`src/rtl/wb_pkg.sv`:
```
// Shared types and default widths for the writeback arbiter slice.
package wb_pkg;

   localparam int DATA_W = 33;
   localparam int ADDR_W = 5;

   typedef struct packed {
      logic [ADDR_W-1:0] addr;
      logic [DATA_W-1:0] data;
   } wb_entry_t;

   typedef enum logic [1:0] {
      SEL_NONE = 2'd0,
      SEL_ALU  = 2'd1,
      SEL_FIFO = 2'd2,
      SEL_BYP  = 2'd3
   } wb_sel_e;

endpackage

```
`src/rtl/wb_arbiter_if.sv`:
```
// Producer/register-file bundle of the writeback arbiter; slave is the arbiter side.
interface wb_arbiter_if
   import wb_pkg::*;
#(
   parameter int DATA_W = wb_pkg::DATA_W,
   parameter int ADDR_W = wb_pkg::ADDR_W
);
   logic              alu_valid;
   logic [ADDR_W-1:0] alu_addr;
   logic [DATA_W-1:0] alu_data;
   logic              lsu_valid;
   logic              lsu_ready;
   logic [ADDR_W-1:0] lsu_addr;
   logic [DATA_W-1:0] lsu_data;
   logic [ADDR_W-1:0] rd0_addr;
   logic [ADDR_W-1:0] rd1_addr;
   logic              rd0_hazard;
   logic              rd1_hazard;
   logic              starve;
   logic              wr_en;
   logic [ADDR_W-1:0] wr_addr;
   logic [DATA_W-1:0] wr_data;

   modport master (
      output alu_valid, alu_addr, alu_data, lsu_valid, lsu_addr, lsu_data,
             rd0_addr, rd1_addr,
      input  lsu_ready, rd0_hazard, rd1_hazard, starve, wr_en, wr_addr, wr_data
   );

   modport slave (
      input  alu_valid, alu_addr, alu_data, lsu_valid, lsu_addr, lsu_data,
             rd0_addr, rd1_addr,
      output lsu_ready, rd0_hazard, rd1_hazard, starve, wr_en, wr_addr, wr_data
   );
endinterface

```
`src/rtl/wb_fifo.sv`:
```
// LSU result queue: storage, pointers, count and per-entry address matches for hazards.
module wb_fifo
   import wb_pkg::*;
#(
   parameter int DEPTH = 4
) (
   input  logic                   clk,
   input  logic                   rst,
   input  logic                   push,
   input  wb_entry_t              push_entry,
   input  logic                   pop,
   output wb_entry_t              head,
   output logic [$clog2(DEPTH):0] count,
   output logic                   empty,
   input  logic [ADDR_W-1:0]      rd0_addr,
   input  logic [ADDR_W-1:0]      rd1_addr,
   output logic [DEPTH-1:0]       match0,
   output logic [DEPTH-1:0]       match1
);
   localparam int PTR_W = $clog2(DEPTH);
   localparam int CNT_W = PTR_W + 1;

   wb_entry_t         mem_r [DEPTH];
   logic [DEPTH-1:0]  valid_r;
   logic [PTR_W-1:0]  wr_ptr_r;
   logic [PTR_W-1:0]  rd_ptr_r;
   logic [CNT_W-1:0]  count_r;
   logic              full_s;
   logic              do_push_s;
   logic              do_pop_s;

   assign full_s    = (count_r == CNT_W'(DEPTH));
   assign empty     = (count_r == {CNT_W{1'b0}});
   assign do_push_s = push && !full_s;
   assign do_pop_s  = pop && !empty;
   assign head      = mem_r[rd_ptr_r];
   assign count     = count_r;

   // Entry storage; contents are qualified by valid_r so they need no reset.
   always_ff @(posedge clk) begin
      if (do_push_s) begin
         mem_r[wr_ptr_r] <= push_entry;
      end
   end

   // Pointers, occupancy and per-entry valid bits; pointers wrap modulo DEPTH.
   always_ff @(posedge clk) begin
      if (rst) begin
         wr_ptr_r <= {PTR_W{1'b0}};
         rd_ptr_r <= {PTR_W{1'b0}};
         count_r  <= {CNT_W{1'b0}};
         valid_r  <= {DEPTH{1'b0}};
      end else begin
         if (do_push_s) begin
            valid_r[wr_ptr_r] <= 1'b1;
            wr_ptr_r          <= wr_ptr_r + PTR_W'(1);
         end
         if (do_pop_s) begin
            valid_r[rd_ptr_r] <= 1'b0;
            rd_ptr_r          <= rd_ptr_r + PTR_W'(1);
         end
         case ({do_push_s, do_pop_s})
            2'b10:   count_r <= count_r + CNT_W'(1);
            2'b01:   count_r <= count_r - CNT_W'(1);
            default: count_r <= count_r;
         endcase
      end
   end

   // Address match of every live entry against both read ports.
   always_comb begin
      match0 = {DEPTH{1'b0}};
      match1 = {DEPTH{1'b0}};
      for (int i = 0; i < DEPTH; i++) begin
         match0[i] = valid_r[i] && (mem_r[i].addr == rd0_addr);
         match1[i] = valid_r[i] && (mem_r[i].addr == rd1_addr);
      end
   end
endmodule

```
`src/rtl/wb_arbiter.sv`:
```
// Writeback arbiter: ALU and queued LSU results onto one registered register-file write port.
// Optional WB_ZERO_REG_EN: results to register 0 are consumed but never queued or written.
module wb_arbiter
   import wb_pkg::*;
#(
   parameter int DATA_W     = wb_pkg::DATA_W,
   parameter int ADDR_W     = wb_pkg::ADDR_W,
   parameter int DEPTH      = 4,
   parameter int STARVE_LIM = 8
) (
   input logic         clk,
   input logic         rst,
   wb_arbiter_if.slave bus
);
   localparam int CNT_W  = $clog2(DEPTH) + 1;
   localparam int SCNT_W = $clog2(STARVE_LIM + 1);

   logic [CNT_W-1:0]  count_s;
   logic              empty_s;
   wb_entry_t         head_s;
   wb_entry_t         push_entry_s;
   logic [DEPTH-1:0]  match0_s;
   logic [DEPTH-1:0]  match1_s;
   logic              lsu_fire_s;
   logic              alu_take_s;
   logic              lsu_keep_s;
   logic              rd0_ok_s;
   logic              rd1_ok_s;
   logic              push_s;
   logic              pop_s;
   wb_sel_e           sel_s;
   logic [SCNT_W-1:0] starve_cnt_r;
   logic [SCNT_W-1:0] starve_cnt_nxt_s;
   logic              starve_r;
   logic              wr_en_r;
   logic [ADDR_W-1:0] wr_addr_r;
   logic [DATA_W-1:0] wr_data_r;

   assign bus.lsu_ready = !rst && (count_s < CNT_W'(DEPTH));
   assign lsu_fire_s    = bus.lsu_valid && bus.lsu_ready;

`ifdef WB_ZERO_REG_EN
   assign alu_take_s = bus.alu_valid && (|bus.alu_addr);
   assign lsu_keep_s = lsu_fire_s && (|bus.lsu_addr);
   assign rd0_ok_s   = |bus.rd0_addr;
   assign rd1_ok_s   = |bus.rd1_addr;
`else
   assign alu_take_s = bus.alu_valid;
   assign lsu_keep_s = lsu_fire_s;
   assign rd0_ok_s   = 1'b1;
   assign rd1_ok_s   = 1'b1;
`endif

   assign push_entry_s.addr = bus.lsu_addr;
   assign push_entry_s.data = bus.lsu_data;
   // An LSU result is only queued if it cannot go straight to the output stage.
   assign push_s = lsu_keep_s && (alu_take_s || !empty_s);
   assign pop_s  = (sel_s == SEL_FIFO);

   wb_fifo #(.DEPTH(DEPTH)) u_fifo (
      .clk        (clk),
      .rst        (rst),
      .push       (push_s),
      .push_entry (push_entry_s),
      .pop        (pop_s),
      .head       (head_s),
      .count      (count_s),
      .empty      (empty_s),
      .rd0_addr   (bus.rd0_addr),
      .rd1_addr   (bus.rd1_addr),
      .match0     (match0_s),
      .match1     (match1_s)
   );

   // Output-stage source selection: ALU, then FIFO head, then LSU bypass.
   always_comb begin
      sel_s = SEL_NONE;
      if (alu_take_s) begin
         sel_s = SEL_ALU;
      end else if (!empty_s) begin
         sel_s = SEL_FIFO;
      end else if (lsu_keep_s) begin
         sel_s = SEL_BYP;
      end else begin
         sel_s = SEL_NONE;
      end
   end

   // Next starvation count: grows while a queued head loses to the ALU, saturating.
   always_comb begin
      starve_cnt_nxt_s = starve_cnt_r;
      if (empty_s || pop_s) begin
         starve_cnt_nxt_s = {SCNT_W{1'b0}};
      end else if (alu_take_s) begin
         starve_cnt_nxt_s = (starve_cnt_r == SCNT_W'(STARVE_LIM)) ?
                            starve_cnt_r : starve_cnt_r + SCNT_W'(1);
      end else begin
         starve_cnt_nxt_s = starve_cnt_r;
      end
   end

   // Registered write port and starvation state.
   always_ff @(posedge clk) begin
      if (rst) begin
         wr_en_r      <= 1'b0;
         wr_addr_r    <= {ADDR_W{1'b0}};
         wr_data_r    <= {DATA_W{1'b0}};
         starve_cnt_r <= {SCNT_W{1'b0}};
         starve_r     <= 1'b0;
      end else begin
         starve_cnt_r <= starve_cnt_nxt_s;
         starve_r     <= (starve_cnt_nxt_s == SCNT_W'(STARVE_LIM));
         case (sel_s)
            SEL_ALU: begin
               wr_en_r   <= 1'b1;
               wr_addr_r <= bus.alu_addr;
               wr_data_r <= bus.alu_data;
            end
            SEL_FIFO: begin
               wr_en_r   <= 1'b1;
               wr_addr_r <= head_s.addr;
               wr_data_r <= head_s.data;
            end
            SEL_BYP: begin
               wr_en_r   <= 1'b1;
               wr_addr_r <= bus.lsu_addr;
               wr_data_r <= bus.lsu_data;
            end
            default: begin
               wr_en_r <= 1'b0;
            end
         endcase
      end
   end

   assign bus.wr_en      = wr_en_r;
   assign bus.wr_addr    = wr_addr_r;
   assign bus.wr_data    = wr_data_r;
   assign bus.starve     = starve_r;
   assign bus.rd0_hazard = rd0_ok_s &&
                           ((|match0_s) || (wr_en_r && (wr_addr_r == bus.rd0_addr)));
   assign bus.rd1_hazard = rd1_ok_s &&
                           ((|match1_s) || (wr_en_r && (wr_addr_r == bus.rd1_addr)));
endmodule
```
`src/flat_wrapper.sv`:
```
// flat-port wrapper written by rule: the top's interface ports become plain ports
module wb_arbiter_flat import wb_pkg::*;
#(
   parameter int DATA_W     = wb_pkg::DATA_W,
   parameter int ADDR_W     = wb_pkg::ADDR_W,
   parameter int DEPTH      = 4,
   parameter int STARVE_LIM = 8
)
  (clk, rst, bus_alu_valid, bus_alu_addr, bus_alu_data, bus_lsu_valid, bus_lsu_addr, bus_lsu_data, bus_rd0_addr, bus_rd1_addr, bus_lsu_ready, bus_rd0_hazard, bus_rd1_hazard, bus_starve, bus_wr_en, bus_wr_addr, bus_wr_data);
  wb_arbiter_if #(.DATA_W(DATA_W), .ADDR_W(ADDR_W)) bus_i ();
  input logic clk;
  input logic rst;
  input wire logic [$bits(bus_i.alu_valid)-1:0] bus_alu_valid;
  input wire logic [$bits(bus_i.alu_addr)-1:0] bus_alu_addr;
  input wire logic [$bits(bus_i.alu_data)-1:0] bus_alu_data;
  input wire logic [$bits(bus_i.lsu_valid)-1:0] bus_lsu_valid;
  input wire logic [$bits(bus_i.lsu_addr)-1:0] bus_lsu_addr;
  input wire logic [$bits(bus_i.lsu_data)-1:0] bus_lsu_data;
  input wire logic [$bits(bus_i.rd0_addr)-1:0] bus_rd0_addr;
  input wire logic [$bits(bus_i.rd1_addr)-1:0] bus_rd1_addr;
  output wire logic [$bits(bus_i.lsu_ready)-1:0] bus_lsu_ready;
  output wire logic [$bits(bus_i.rd0_hazard)-1:0] bus_rd0_hazard;
  output wire logic [$bits(bus_i.rd1_hazard)-1:0] bus_rd1_hazard;
  output wire logic [$bits(bus_i.starve)-1:0] bus_starve;
  output wire logic [$bits(bus_i.wr_en)-1:0] bus_wr_en;
  output wire logic [$bits(bus_i.wr_addr)-1:0] bus_wr_addr;
  output wire logic [$bits(bus_i.wr_data)-1:0] bus_wr_data;
  assign bus_i.alu_valid = bus_alu_valid;
  assign bus_i.alu_addr = bus_alu_addr;
  assign bus_i.alu_data = bus_alu_data;
  assign bus_i.lsu_valid = bus_lsu_valid;
  assign bus_i.lsu_addr = bus_lsu_addr;
  assign bus_i.lsu_data = bus_lsu_data;
  assign bus_i.rd0_addr = bus_rd0_addr;
  assign bus_i.rd1_addr = bus_rd1_addr;
  assign bus_lsu_ready = bus_i.lsu_ready;
  assign bus_rd0_hazard = bus_i.rd0_hazard;
  assign bus_rd1_hazard = bus_i.rd1_hazard;
  assign bus_starve = bus_i.starve;
  assign bus_wr_en = bus_i.wr_en;
  assign bus_wr_addr = bus_i.wr_addr;
  assign bus_wr_data = bus_i.wr_data;
  wb_arbiter #(.DATA_W(DATA_W), .ADDR_W(ADDR_W), .DEPTH(DEPTH), .STARVE_LIM(STARVE_LIM)) u_core (.clk(clk), .rst(rst), .bus(bus_i));
endmodule
```
`config.mk`:
```
export PLATFORM = sky130hd
export DESIGN_NAME = wb_arbiter_flat
export DESIGN_NICKNAME = d
export VERILOG_FILES = /design/src/rtl/wb_pkg.sv /design/src/rtl/wb_arbiter_if.sv /design/src/rtl/wb_fifo.sv /design/src/rtl/wb_arbiter.sv /design/src/flat_wrapper.sv
export SDC_FILE = /design/constraint.sdc
export NUM_CORES = 1
export LEC_CHECK = 0
export BUFFER_PORTS_ARGS = -buffer_cell sky130_fd_sc_hd__buf_2
export CORE_ASPECT_RATIO = 1.2
export CORE_UTILIZATION = 52
export CTS_CLUSTER_DIAMETER = 30
export DETAILED_ROUTE_END_ITERATION = 8
export HOLD_SLACK_MARGIN = 0.02
export PLACE_DENSITY = 0.87
export SYNTH_ARGS = -nofsm -noshare
export SYNTH_HDL_FRONTEND = slang
export SYNTH_HIERARCHICAL = 1
export SYNTH_SLANG_ARGS = --single-unit
```
`constraint.sdc`:
```
create_clock -name clk -period 2.7 [get_ports clk]
set_input_delay 0.135 -clock clk [delete_from_list [all_inputs] [get_ports clk]]
set_output_delay 0.135 -clock clk [all_outputs]
set_load 0.01 [all_outputs]
```
# After elaboration in Yosys (flattened, before gate mapping)

Memories as Yosys holds them, arrays and structs flattened. A register that Yosys moved wholly into a read port is not among the register bits.
Index checks and enable logic that the tools add are counted.

Register bits: 55
Bits in latches: 0
Bits in writable memories: 152
Bits in read-only memories: 0
Output and inout bits: 43
Word-level logic and storage cells: 92
Memories: 1

Memories:

| name                | words | width | rd ports | clocked after Yosys merged registers in | wr ports | RTL line      | RTL |
|---|---|---|---|---|---|---|---|
| u_core.u_fifo.mem_r | 4     | 38    | 5        | 1                                       | 1        | wb_fifo.sv:23 | `wb_entry_t mem_r [DEPTH];` |

Add/sub/neg operators: 5
$mul: 0
Divide/modulo/power cells: 0
$lt $le $gt $ge: 5
Equal/unequal tests: 18
Shift operators: 0
Multiplexer cells: 21
Bitwise operators: 3
Reduce and logical (&&, ||, !) cells: 30

Operators by type and width:

| operator                                            | number |
|---|---|
| case mux 33 bit (3 select lines)                    | 1 |
| equality test 5 bit                                 | 10 |
| 2-to-1 mux 4 bit                                    | 6 |
| logical AND 1 bit                                   | 17 |
| case mux 5 bit (3 select lines)                     | 1 |
| 2-to-1 mux 2 bit                                    | 5 |
| equality test 4 bit, second input constant          | 2 |
| OR reduction 4 bit                                  | 2 |
| equality test 2 bit, second input constant          | 3 |
| < comparator 2 x 3 -> 1 bit, second input constant  | 2 |
| case mux 3 bit (2 select lines)                     | 1 |
| 2-to-1 mux 1 bit                                    | 5 |
| adder 2 x 1 -> 2 bit, second input constant         | 2 |
| adder 4 x 1 -> 4 bit, second input constant         | 1 |
| AND 4 bit                                           | 1 |
| demux 1 bit (select 2 bit)                          | 2 |
| equality test 2 x 1 -> 1 bit, second input constant | 2 |
| >= comparator 2 x 1 -> 1 bit, second input constant | 2 |
| logical OR 1 bit                                    | 4 |
| NOT 4 bit                                           | 1 |
| OR 4 bit                                            | 1 |
| adder 3 x 1 -> 3 bit, second input constant         | 1 |
| equality test 3 bit, second input constant          | 1 |
| logical NOT 1 bit                                   | 3 |
| 6 further kinds                                     | 6 |

# Logic depth before layout (Yosys ltp)

Word-level depth: 10
Gate-level depth with buffers: 15
Gate-level depth less buffers: 12

# Modules after synthesis

Netlist, hierarchy kept.

By module, submodules not included:

| module     | instances | cells each | area each (sq um) | seq. area each (sq um) |
|---|---|---|---|---|
| wb_fifo    | 1         | 325        | 6,596.3           | 4,824.6 |
| wb_arbiter | 1         | 291        | 2,528.7           | 880.8 |

# Worst setup path after synthesis

OpenSTA, ideal clock, no wires.

Path type: register -> register
Start: register u_core.u_fifo.count_r[0] (netlist: u_core/u_fifo/count[0])
End: register u_core.u_fifo.count_r[2] (netlist: u_core/u_fifo/count[2])
Setup time: 0.071 ns
Arrival: 2.605 ns
Data required time: 2.629 ns
Path slack: 0.024 ns
Cell stages (with the launch flop): 16
Path buffers: 3
Clock period less this slack: 2.676 ns
Path through: dfxtp_1 > nor3_1 > buf_4 > nand2b_1 > buf_4 > buf_4 > nand2_1 > nor2_1 > and2_4 > inv_1 > ha_1 > inv_1 > fa_1 > xor2_1 > or3_2 > a21oi_1

RTL lines:

| element                                                               | RTL line         | RTL |
|---|---|---|
| start, declared                                                       | wb_fifo.sv:27    | `logic [CNT_W-1:0] count_r;` |
| start signal, assigned                                                | wb_fifo.sv:51    | `count_r <= {CNT_W{1'b0}};` |
| start signal, assigned                                                | wb_fifo.sv:63    | `2'b10: count_r <= count_r + CNT_W'(1);` |
| start signal, assigned                                                | wb_fifo.sv:64    | `2'b01: count_r <= count_r - CNT_W'(1);` |
| logical NOT 3 bit (*)                                                 | wb_fifo.sv:33    | `assign empty = (count_r == {CNT_W{1'b0}});` |
| named net u_core.empty_s                                              | wb_arbiter.sv:19 | `logic empty_s;` |
| logical NOT 1 bit (*)                                                 | wb_arbiter.sv:57 | `assign push_s = lsu_keep_s && (alu_take_s \|\| !empty_s);` |
| logical OR 1 bit (*)                                                  | wb_arbiter.sv:57 |  |
| logical AND 1 bit (*)                                                 | wb_arbiter.sv:57 |  |
| named net u_core.push_s                                               | wb_arbiter.sv:29 | `logic push_s;` |
| logical AND 1 bit (*)                                                 | wb_fifo.sv:34    | `assign do_push_s = push && !full_s;` |
| equality test 2 x 1 -> 1 bit or equality test 2 bit (tied branches)   | wb_fifo.sv:62    | `case ({do_push_s, do_pop_s})` |
| case mux 3 bit (2 select lines) or nonzero test 2 bit (tied branches) | n/a              |  |

The timed path passes the listed nets; every way through them passes the cells marked *.
A chain may end at the register's enable or synchronous reset.

# Worst setup path in the final report

Start: register u_core.u_fifo.count_r[2] (netlist: u_core/u_fifo/count[2])
End: register u_core.u_fifo.count_r[2] (netlist: u_core/u_fifo/count[2])

Word-level cells in the longest chain between the ends: 10

Ends and longest elaborated chain:

| element                                                               | RTL line         | RTL |
|---|---|---|
| < comparator 3 bit                                                    | wb_arbiter.sv:39 | `assign bus.lsu_ready = !rst && (count_s < CNT_W'(DEPTH));` |
| logical AND 1 bit                                                     | wb_arbiter.sv:39 |  |
| logical AND 1 bit                                                     | wb_arbiter.sv:40 | `assign lsu_fire_s = bus.lsu_valid && bus.lsu_ready;` |
| 2-to-1 mux 2 bit                                                      | wb_arbiter.sv:82 | `end else if (lsu_keep_s) begin` |
| 2-to-1 mux 2 bit                                                      | wb_arbiter.sv:80 | `end else if (!empty_s) begin` |
| 2-to-1 mux 2 bit                                                      | wb_arbiter.sv:78 | `if (alu_take_s) begin` |
| equality test 2 bit                                                   | wb_arbiter.sv:58 | `assign pop_s = (sel_s == SEL_FIFO);` |
| logical AND 1 bit                                                     | wb_fifo.sv:35    | `assign do_pop_s = pop && !empty;` |
| equality test 2 x 1 -> 1 bit or equality test 2 bit (tied branches)   | wb_fifo.sv:62    |  |
| case mux 3 bit (2 select lines) or nonzero test 2 bit (tied branches) | n/a              |  |

Several ways; a longest one is shown, not always the timed one.

==> impl_summary.txt <==
----------------------------------------------------
[Critical path]
  Crit Path Category ... flop to flop
  Data arrival time of the worst path ... 3030 ps
  Reg2Reg Setup Slack ... 100 ps
  Data required time of the critical path ... 3120 ps
  Beginning of the worst register-to-register path ... u_core/u_fifo/count[2]
  Capture point of the worst reg-to-reg path ... u_core/u_fifo/count[2]
  Depth of the worst register-to-register path ... 9
  Critical path startpoint category ... flop
  Highest net fanout along the worst path ... 7
  Kind of end point of the critical path ... flop

[Clock tree]
  Clock slew at reported path FFs ... 60 ps
  CTS tree ... built
  Number of CTS-inserted buffers ... 34
  Clock latency of the later-clocked register in the worst-skew pair ... 510 ps
  Longest Clk Path Bufs ... 3
  Clock tree sinks ... 209
  CTS H-tree depth ... 2
  Clock Tree Root ... clkbuf_16
  Buffers inserted during post-CTS setup optimization ... 0

[Logic synthesis]
  Number of enable-type register cells in the synthesized netlist ... 152
  Synth async-reset ratio ... 0%
  Portion of synthesized cell area occupied by the leading cell type ... 50.0%
  Gate count after technology mapping ... 616
  Avg Inst Size Synth ... 14.8 um2
  Post-synth top cells ... edfxtp_1, dfxtp_1, nand2_1, mux4_2, xor2_1
  Ranking of synthesized cells by area ... edfxtp_1, dfxtp_1, mux4_2, xor2_1, a311oi_2
  Cell with the most instances after synthesis ... edfxtp_1
  Post-synthesis sequential element count ... 209
  Primary FF master, synth ... edfxtp_1
  Area of the mapped netlist ... 9130 um2
  Library cells used by synthesis ... 51
  Net Count, Synth ... 718
  Share of synthesized area occupied by flip-flops and latches ... 62.5%
  Largest area contributor in the synthesized netlist ... edfxtp_1
  YS warnings ... 6

[GRT]
  Largest net degree at the start of global routing ... 39
  Vias in the first global route ... 6935
  Total GRT Usage ... 28.3%
  Wire length of the first global-routing pass ... 37.6 mm
  Aggregate global routing overflow ... 0
  Antenna violations before repair ... 3

[Timing]
  Final critical-path required period ... 2600 ps
  Hold Vio Cnt, Final ... 0
  Least setup slack across all paths after layout ... 97.4 ps
  Max-slew violation count ... 0
  Worst hold-check slack ... 52.3 ps
  Clock Skew ... 28.9 ps
  Final period utilization ... 96.4%
  Number of endpoints failing setup at the final stage ... 0
  Max frequency ... 0.384 GHz
  Worst slew margin relative to its limit ... 51.7%
  Transition time at the pin with the least slew margin ... 724 ps

[Detailed routing]
  Post-DRT Antenna Nets ... 0
  Count of TritonRoute iterations in the first routing pass ... 5
  DRT met1 WL ... 9.21 mm
  Initial detailed-routing violation count ... 546
  Met3 Routed Length ... 1.72 mm
  Routed wire length ... 24.9 mm
  Detail-routed net length per standard cell ... 22.9 um
  Overall via count from detail_route ... 6562
  Top routing layer used ... met4
  DRC violation count after routing ... 0
  Detailed route wirelength on metal2 ... 12.7 mm
  Routed via count divided by cell count ... 6.03

[Die]
  Count of standard-cell rows ... 52
  Floorplan die width ... 123 um
  Initial standard-cell utilization of the core ... 53.5%
  Floorplan die area ... 18100 um2
  Floorplan die height ... 147 um
  Core region area ... 17000 um2
  # IOs ... 133

[Worst hold path]
  Worst hold path cell count ... 3
  Kind of path behind the tightest hold check ... input port to flop
  Hold Path Sink ... u_core/bus.wr_data[29]
  Hold path start ... bus_alu_data[29]

[Finish]
  Fillers ... 1059
  Reg area ... 5710 um2
  Final-stage net count ... 947
  Area added between synthesis and finish ... 30.7%
  Design Area, Final ... 11900 um2
  Multi-input combinational cell area ... 3160 um2
  Ratio of cells with drive above 1 in the final layout ... 33.7%

[Power]
  Total power ... 8530 uW
  P per Cell Area ... 715 nW/um2
  Leakage Power ... 0.00445 uW
  Peak supply drop ... 0.000566 V

[Placed design]
  Cell area after placement ... 10100 um2
  Routability congestion estimate from global placement ... 0.862
  I/O Buffers ... 132
  Worst-case setup slack after placement ... 191 ps
  Detailed Place HPWL ... 14.3 mm

[Run]
  Count of max-cap constraint violations ... 0

[Outcome]
  Outcome ... finished clean

----------------------------------------------------
## metrics by stage
stage | utilization (%) | cells | setup TNS [ps]
floorplan | - | 616 | 0
global placement | 59.0 | 949 | 0
detailed placement | 59.0 | 949 | 0
CTS | 69.9 | 1086 | 0
global route | 70.0 | 1088 | -55.0
finish | 70.0 | 1089 | 0
## critical path, cell delays in order (launching register included)
cell and delay (ps):
dfxtp_1 500, or3b_4 440, and2_4 180, inv_1 60, ha_1 180, inv_1 70, fa_1 380, xor2_1 160
or3_2 400, a21oi_1 150
## area by class of cell
type / instances / area share, %
sequential: 209 / 47.8
clock inverter: 23 / 1.56
multi-input combinational: 355 / 26.5
inverter: 12 / 0.378
tap: 216 / 2.27
antenna: 3 / 0.0629
timing repair buffer: 233 / 13.8
clock buffer: 38 / 7.60
## flip-flops by register name, summed over array words and instances, names as in the netlist, named ones only
signal	count
u_core/bus.wr_data	33
u_core/u_fifo/rd_ptr_r	2
u_core/bus.wr_addr	5
u_core/bus.starve	1
u_core/u_fifo/valid_r	4
u_core/bus.wr_en	1
u_core/starve_cnt_r	4
u_core/u_fifo/mem_r	152
u_core/u_fifo/wr_ptr_r	2
u_core/u_fifo/count	3
## cells in the final DEF, fill, tap and decap left out, types with 3 or more instances in the layout
| cell type | n |
|---|---|
| o21ai_0 | 3 |
| a21o_1 | 16 |
| buf_2 | 132 |
| inv_6 | 5 |
| clkinv_2 | 7 |
| mux4_2 | 38 |
| nor4_1 | 10 |
| a311oi_2 | 14 |
| nand4_1 | 3 |
| o221ai_1 | 24 |
| clkbuf_16 | 35 |
| nand3_1 | 15 |
| and3_1 | 9 |
| a211oi_2 | 6 |
| nand2_1 | 42 |
| diode_2 | 3 |
| dlygate4sd3_1 | 76 |
| xor2_1 | 35 |
| buf_12 | 3 |
| dfxtp_1 | 55 |
| buf_4 | 22 |
| nand2b_1 | 6 |
| edfxtp_1 | 152 |
| ha_1 | 11 |
| nor2_1 | 33 |
| o211ai_1 | 14 |
| xnor2_1 | 20 |
| and3_2 | 4 |
| a21oi_1 | 23 |
| inv_1 | 10 |
| clkinv_4 | 5 |
| o21a_1 | 4 |
## report_power, final
part / internal [uW] / total (uW) / leakage [uW] / switching (uW)
Clock: 2550 / 4110 / 0.000541 / 1560
Sequential: 3540 / 3610 / 0.00185 / 64.8
Combinational: 363 / 809 / 0.00206 / 445
Total: 6460 / 8530 / 0.00445 / 2070
## layer usage
layer	up-vias	GRT usage, %
li1	2847	-
met1	3262	33.2
met2	355	47.2
met3	98	5.86
met4	0	17.4
met5	-	0
## how the worst max path moves through the flow
stage / start / endpoint / slack [ps] / cells past startpoint
floorplan: u_core/u_fifo/count[0] / u_core/u_fifo/count[2] / 20 / 15
CTS: u_core/u_fifo/count[2] / u_core/u_fifo/count[2] / 170 / 9
global placement: u_core/u_fifo/count[2] / u_core/u_fifo/count[2] / 250 / 9
detailed placement: u_core/u_fifo/count[2] / u_core/u_fifo/count[2] / 190 / 9
finish: u_core/u_fifo/count[2] / u_core/u_fifo/count[2] / 100 / 9
global route: u_core/u_fifo/count[0] / u_core/u_fifo/count[2] / -60 / 12
## cells by family after synthesis
kind of cell / after synthesis / synth area share, %
simple gates: 139 / 7.64
compound gates: 108 / 10.1
fa+ha+maj: 12 / 1.73
buf+inv: 52 / 2.98
flops: 209 / 62.5
mux: 41 / 9.76
xor+xnor: 55 / 5.28
## repair_timing
| item | 4_1_cts | 5_1_grt |
|---|---|---|
| setup endpoints to repair | 0 | 1 |
| endpoints found under the hold margin | 191 | 0 |
| hold buffers | 76 | 0 |
| resized for setup | 0 | 1 |
(Power assumes the default switching activity.)
